`src/rtl/decode_stage.sv`:
```
// ----------------------------------------------------------------------------
// decode_stage
//
// RV32I instruction-decode stage sitting directly behind fetch. Every cycle it
// splits the fetched instruction into its fields, builds the sign-extended
// immediate and registers the result into the ID/EX pipeline register. It also
// spots load-use hazards against the instruction in EX and, when one exists,
// inserts a single bubble while asking the PC logic to re-present the same PC.
//
// Ports:
//   clk            rising-edge clock
//   reset          asynchronous, active-low reset
//   ir, pc1        fetched instruction and its address
//   stall_in       downstream stall, holds every registered output
//   flush          taken branch/jump in EX, kills the instruction in decode
//   ex_rd          destination register of the instruction in EX
//   ex_mem_read    instruction in EX is a load
//   load_use_stall combinational hazard request to the PC logic
//   id_*           registered ID/EX outputs (valid, pc, raw ir, fields,
//                  immediate, register write enable, illegal flag)
// ----------------------------------------------------------------------------
module decode_stage #(
   parameter logic [31:0] RESET_PC = 32'h00008000,
   parameter logic [31:0] NOP_INSN = 32'h00000013
) (
   input  logic        clk,
   input  logic        reset,
   input  logic [31:0] ir,
   input  logic [31:0] pc1,
   input  logic        stall_in,
   input  logic        flush,
   input  logic [4:0]  ex_rd,
   input  logic        ex_mem_read,
   output logic        load_use_stall,
   output logic        id_valid,
   output logic [31:0] id_pc,
   output logic [31:0] id_ir,
   output logic [6:0]  id_opcode,
   output logic [4:0]  id_rd,
   output logic [2:0]  id_funct3,
   output logic [4:0]  id_rs1,
   output logic [4:0]  id_rs2,
   output logic [6:0]  id_funct7,
   output logic [31:0] id_imm,
   output logic        id_rd_we,
   output logic        id_illegal
);

   localparam logic [6:0] OPC_LUI    = 7'b0110111;
   localparam logic [6:0] OPC_AUIPC  = 7'b0010111;
   localparam logic [6:0] OPC_JAL    = 7'b1101111;
   localparam logic [6:0] OPC_JALR   = 7'b1100111;
   localparam logic [6:0] OPC_LOAD   = 7'b0000011;
   localparam logic [6:0] OPC_OPIMM  = 7'b0010011;
   localparam logic [6:0] OPC_SYSTEM = 7'b1110011;
   localparam logic [6:0] OPC_STORE  = 7'b0100011;
   localparam logic [6:0] OPC_BRANCH = 7'b1100011;
   localparam logic [6:0] OPC_OP     = 7'b0110011;
   localparam logic [6:0] OPC_FENCE  = 7'b0001111;

   logic [6:0]  opcode;
   logic [4:0]  rd;
   logic [4:0]  rs1;
   logic [4:0]  rs2;
   logic [31:0] imm;
   logic        writes_rd;
   logic        uses_rs1;
   logic        uses_rs2;
   logic        illegal;

   assign opcode = ir[6:0];
   assign rd     = ir[11:7];
   assign rs1    = ir[19:15];
   assign rs2    = ir[24:20];

   // Opcode classification: immediate format, register usage and legality.
   always_comb begin
      imm       = 32'h0;
      writes_rd = 1'b0;
      uses_rs1  = 1'b0;
      uses_rs2  = 1'b0;
      illegal   = 1'b0;
      case (opcode)
         OPC_LUI, OPC_AUIPC: begin
            imm       = {ir[31:12], 12'b0};
            writes_rd = 1'b1;
         end
         OPC_JAL: begin
            imm       = {{11{ir[31]}}, ir[31], ir[19:12], ir[20], ir[30:21], 1'b0};
            writes_rd = 1'b1;
         end
         OPC_JALR, OPC_LOAD, OPC_OPIMM, OPC_SYSTEM: begin
            imm       = {{20{ir[31]}}, ir[31:20]};
            writes_rd = 1'b1;
            uses_rs1  = 1'b1;
         end
         OPC_STORE: begin
            imm      = {{20{ir[31]}}, ir[31:25], ir[11:7]};
            uses_rs1 = 1'b1;
            uses_rs2 = 1'b1;
         end
         OPC_BRANCH: begin
            imm      = {{19{ir[31]}}, ir[31], ir[7], ir[30:25], ir[11:8], 1'b0};
            uses_rs1 = 1'b1;
            uses_rs2 = 1'b1;
         end
         OPC_OP: begin
            writes_rd = 1'b1;
            uses_rs1  = 1'b1;
            uses_rs2  = 1'b1;
         end
         OPC_FENCE: begin
            imm = 32'h0;
         end
         default: begin
            illegal = 1'b1;
         end
      endcase
   end

   // A flush already kills the decode slot, so a hazard against it is moot
   // and must not make the PC logic replay the killed instruction.
   assign load_use_stall = ex_mem_read && (ex_rd != 5'd0) && !flush &&
                           ((uses_rs1 && (rs1 == ex_rd)) ||
                            (uses_rs2 && (rs2 == ex_rd)));

   // ID/EX register. Flush beats stall so a killed instruction can never be
   // held in the slot and later released into EX. Bubbles clear the decoded
   // fields so nothing stale is visible downstream.
   always_ff @(posedge clk or negedge reset) begin
      if (!reset) begin
         id_valid   <= 1'b0;
         id_pc      <= RESET_PC;
         id_ir      <= NOP_INSN;
         id_opcode  <= 7'h0;
         id_rd      <= 5'h0;
         id_funct3  <= 3'h0;
         id_rs1     <= 5'h0;
         id_rs2     <= 5'h0;
         id_funct7  <= 7'h0;
         id_imm     <= 32'h0;
         id_rd_we   <= 1'b0;
         id_illegal <= 1'b0;
      end else if (flush || (!stall_in && load_use_stall)) begin
         id_valid   <= 1'b0;
         id_pc      <= pc1;
         id_ir      <= NOP_INSN;
         id_opcode  <= 7'h0;
         id_rd      <= 5'h0;
         id_funct3  <= 3'h0;
         id_rs1     <= 5'h0;
         id_rs2     <= 5'h0;
         id_funct7  <= 7'h0;
         id_imm     <= 32'h0;
         id_rd_we   <= 1'b0;
         id_illegal <= 1'b0;
      end else if (!stall_in) begin
         id_valid   <= 1'b1;
         id_pc      <= pc1;
         id_ir      <= ir;
         id_opcode  <= opcode;
         id_rd      <= rd;
         id_funct3  <= ir[14:12];
         id_rs1     <= rs1;
         id_rs2     <= rs2;
         id_funct7  <= ir[31:25];
         id_imm     <= imm;
         id_rd_we   <= writes_rd && (rd != 5'd0);
         id_illegal <= illegal;
      end
   end

endmodule

```
`config.mk`:
```
export PLATFORM = sky130hd
export DESIGN_NAME = decode_stage
export DESIGN_NICKNAME = d
export VERILOG_FILES = /design/src/rtl/decode_stage.sv
export SDC_FILE = /design/constraint.sdc
export NUM_CORES = 1
export LEC_CHECK = 0
export ABC_AREA = 1
export CORE_MARGIN = 2
export CORE_UTILIZATION = 42
export DETAILED_ROUTE_END_ITERATION = 12
export PLACE_DENSITY = 0.8
export REMOVE_ABC_BUFFERS = 1
export SYNTH_ARGS = -nofsm -noshare
export SYNTH_HDL_FRONTEND = slang
export SYNTH_SLANG_ARGS = --single-unit
```
`constraint.sdc`:
```
create_clock -name clk -period 1.34 [get_ports clk]
set_clock_uncertainty 0.15 [all_clocks]
set_input_delay 0.268 -clock clk [delete_from_list [all_inputs] [get_ports clk]]
set_output_delay 0.268 -clock clk [all_outputs]
set_load 0.03 [all_outputs]
```
==> results.json <==
{
  "start_util": 0.431,
  "hpwl_mm": 10.5,
  "hold_path.class": "in -> reg",
  "critPathMaxStageDelay_ns": 0.19,
  "syn_area_um2": 4670,
  "yosys_warnings": 0,
  "path_cells": "buf_2 > inv_2 > nand2_2 > nand2_2 > nor2_4 > nand2_2 > o21ai_2 > nand2_1 > nor2_1 > buf_4",
  "rsz0062_at_grt": "true",
  "netlist-cell-type-count": 29,
  "routed_wl_mm": 19.5,
  "gp_congestion": 0.876,
  "overflow": 0,
  "clk_pin_slew_ns": 0.10,
  "synth_edf_count": 0,
  "viasPerCell": 5.41,
  "cp_max_fo": 2,
  "wire_per_inst_um": 19.3,
  "mostFrequentLayoutCell": "nand2_1",
  "holdPathEnd": "id_imm[18]",
  "drt_pre_antenna_iters": 6,
  "ant_nets": 0,
  "antenna_found_initial": 0,
  "final_layout_size_suffix_gt1_frac": 0.516,
  "holdPathStages": 3,
  "die_w_um": 109,
  "synth_top_area_share": 0.525,
  "max-vdd-ir-drop_mv": 0.701,
  "layout_setup_ws_ns": -0.444,
  "grt_start_max_net_pins": 65,
  "nets": 939,
  "arrival_ns": 1.37,
  "crit_top_cell": "nand2_2",
  "drt_iter0_markers": 476,
  "max_cap_violations": 0,
  "drc": 0,
  "reg2reg_from": "id_imm[2]",
  "grt_usage": 0.304,
  "cts_root_buf": "clkbuf_8",
  "yosysSeqAreaShare": 0.547,
  "ys.flop_type": "dfrtp_1",
  "rrSetupSlack_ns": 0.29,
  "fin_area_um2": 8820,
  "htree_levels": 3,
  "grt_pass1_vias": 5277,
  "syn_inst": 565,
  "cts.sinks": 102,
  "violations": "setup timing",
  "hold_viol_final": 0,
  "drv_slew": 0,
  "cts_tree": "built",
  "worstSkewPairLatency_ns": 0.35,
  "end_kind": "output pin",
  "r2r-end": "id_imm[2]",
  "worst_slew_pin_slew_ns": 0.354,
  "die_h_um": 109,
  "ff2ff_path_depth": 4,
  "hold_path.startpoint": "ir[18]",
  "slowest_stage": "buf_4",
  "cts_buffer_depth": 2,
  "syn_area_per_cell_um2": 8.27,
  "min_period_ns": 1.78,
  "synth_seq_cells": 102,
  "period_share": 1.33,
  "dp_slack_ns": -0.843,
  "io_pins": 206,
  "grt_first_pass_wirelength_mm": 27.4,
  "core_area_um2": 10800,
  "final_cell_mix": "nand2_1, buf_6, buf_4",
  "cts_made_buffers": 9,
  "dpl_cell_area_um2": 6870,
  "slew_headroom": 0.762,
  "antenna_cells": 0,
  "yosys.area.top_type": "dfrtp_1",
  "io_buffers": 205,
  "synth_area_leaders": "dfrtp_1, nand2_1, buf_4, o21ai_1, nand3_1",
  "row_count": 38,
  "status": "finished, violations left",
  "area_growth_pct": 88.7,
  "dieArea_um2": 12000,
  "powerDensity_nw_per_um2": 862,
  "vias": 5463,
  "async_flop_share": 1.00,
  "critical_path_class": "in -> out",
  "start_kind": "primary input",
  "setup_viol": 155,
  "fmax_mhz": 560,
  "leakagePower_nw": 4.53,
  "required_ns": 0.92
}
-- cell usage after synthesis, types with 4 or more instances --
master and count:
inv_2 6, nand4_1 12, nor2_1 11, nand3_1 26, inv_1 34, o21ai_1 43, a22oi_1 5, nand2_1 231
buf_2 5, dfstp_2 4, dfrtp_1 98, clkbuf_1 16, a21oi_1 12, o21ai_0 10, buf_4 31
-- cells by family after synthesis --
group	Yosys count	synth area share
AND/OR/NAND/NOR	289	0.253
AO/OA/AOI/OAI	74	0.0843
flip-flops	102	0.547
buffers and inverters	95	0.106
XOR/XNOR	5	0.00937
-- power by group --
group,switching (mW),internal (mW)
Combinational,1.13,1.01
Sequential,0.155,3.24
Clock,1.10,0.976
-- sequential cells by signal, indices dropped and copies added, names as in the netlist --
name	cells
id_imm	32
id_rd_we	1
id_valid	1
id_pc	32
id_illegal	1
id_opcode	3
id_ir	32
-- how the worst max path moves through the flow --
stage	to	from	cells after the start
detailed placement	id_ir[2]	ir[18]	13
CTS	load_use_stall	ir[20]	9
finish	load_use_stall	ir[15]	10
global placement	id_opcode[0]	ir[0]	11
global route	load_use_stall	ir[20]	9
floorplan	id_opcode[0]	flush	3
-- worst max-delay path, delay by kind of cell --
kind            cells  cell delay [ns]
compound gates      1             0.15
buf+inv             3             0.36
simple gates        6             0.60
-- per-layer routing --
layer	up-vias	GRT usage	wire, µm
li1	2353	-	-
met3	113	0.0616	1600
met4	0	0.185	1200
met5	-	0	0
met1	2629	0.352	7010
met2	368	0.518	9700
-- through the flow --
step | total power, mW | utilization | setup TNS (ns) | hold WS (ns) | instances
CTS | 7.41 | 0.782 | -13.71 | 0.000419 | 993
detailed placement | 5.03 | 0.634 | -70.72 | 0.116 | 919
finish | 7.60 | 0.813 | -22.92 | 0.0586 | 1010
global route | 7.89 | 0.813 | -29.52 | 0.0723 | 1010
global placement | 5.00 | 0.634 | -68.02 | 0.109 | 919
floorplan | 4.09 | - | -100.06 | -0.178 | 511
-- timing repair --
action / in CTS / in global routing
resized for setup: 354 / 73
cloned: 6 / 0
hold buffers: 1 / 0
setup endpoints to repair: 225 / 232
setup buffers: 59 / 23
hold endpoints to repair: 100 / 0
pin swaps: 43 / 25
-- area by class of cell --
class                           count  area, µm²
Timing Repair Buffer              343       3590
Fill cell                         545       2020
Inverter                           41        173
Multi-Input combinational cell    368       2110
Sequential cell                   102       2560
Clock inverter                      4       53.8
Tap cell                          140        175
Clock buffer                       12        155
No activity file was read; power rests on OpenSTA's default activity.
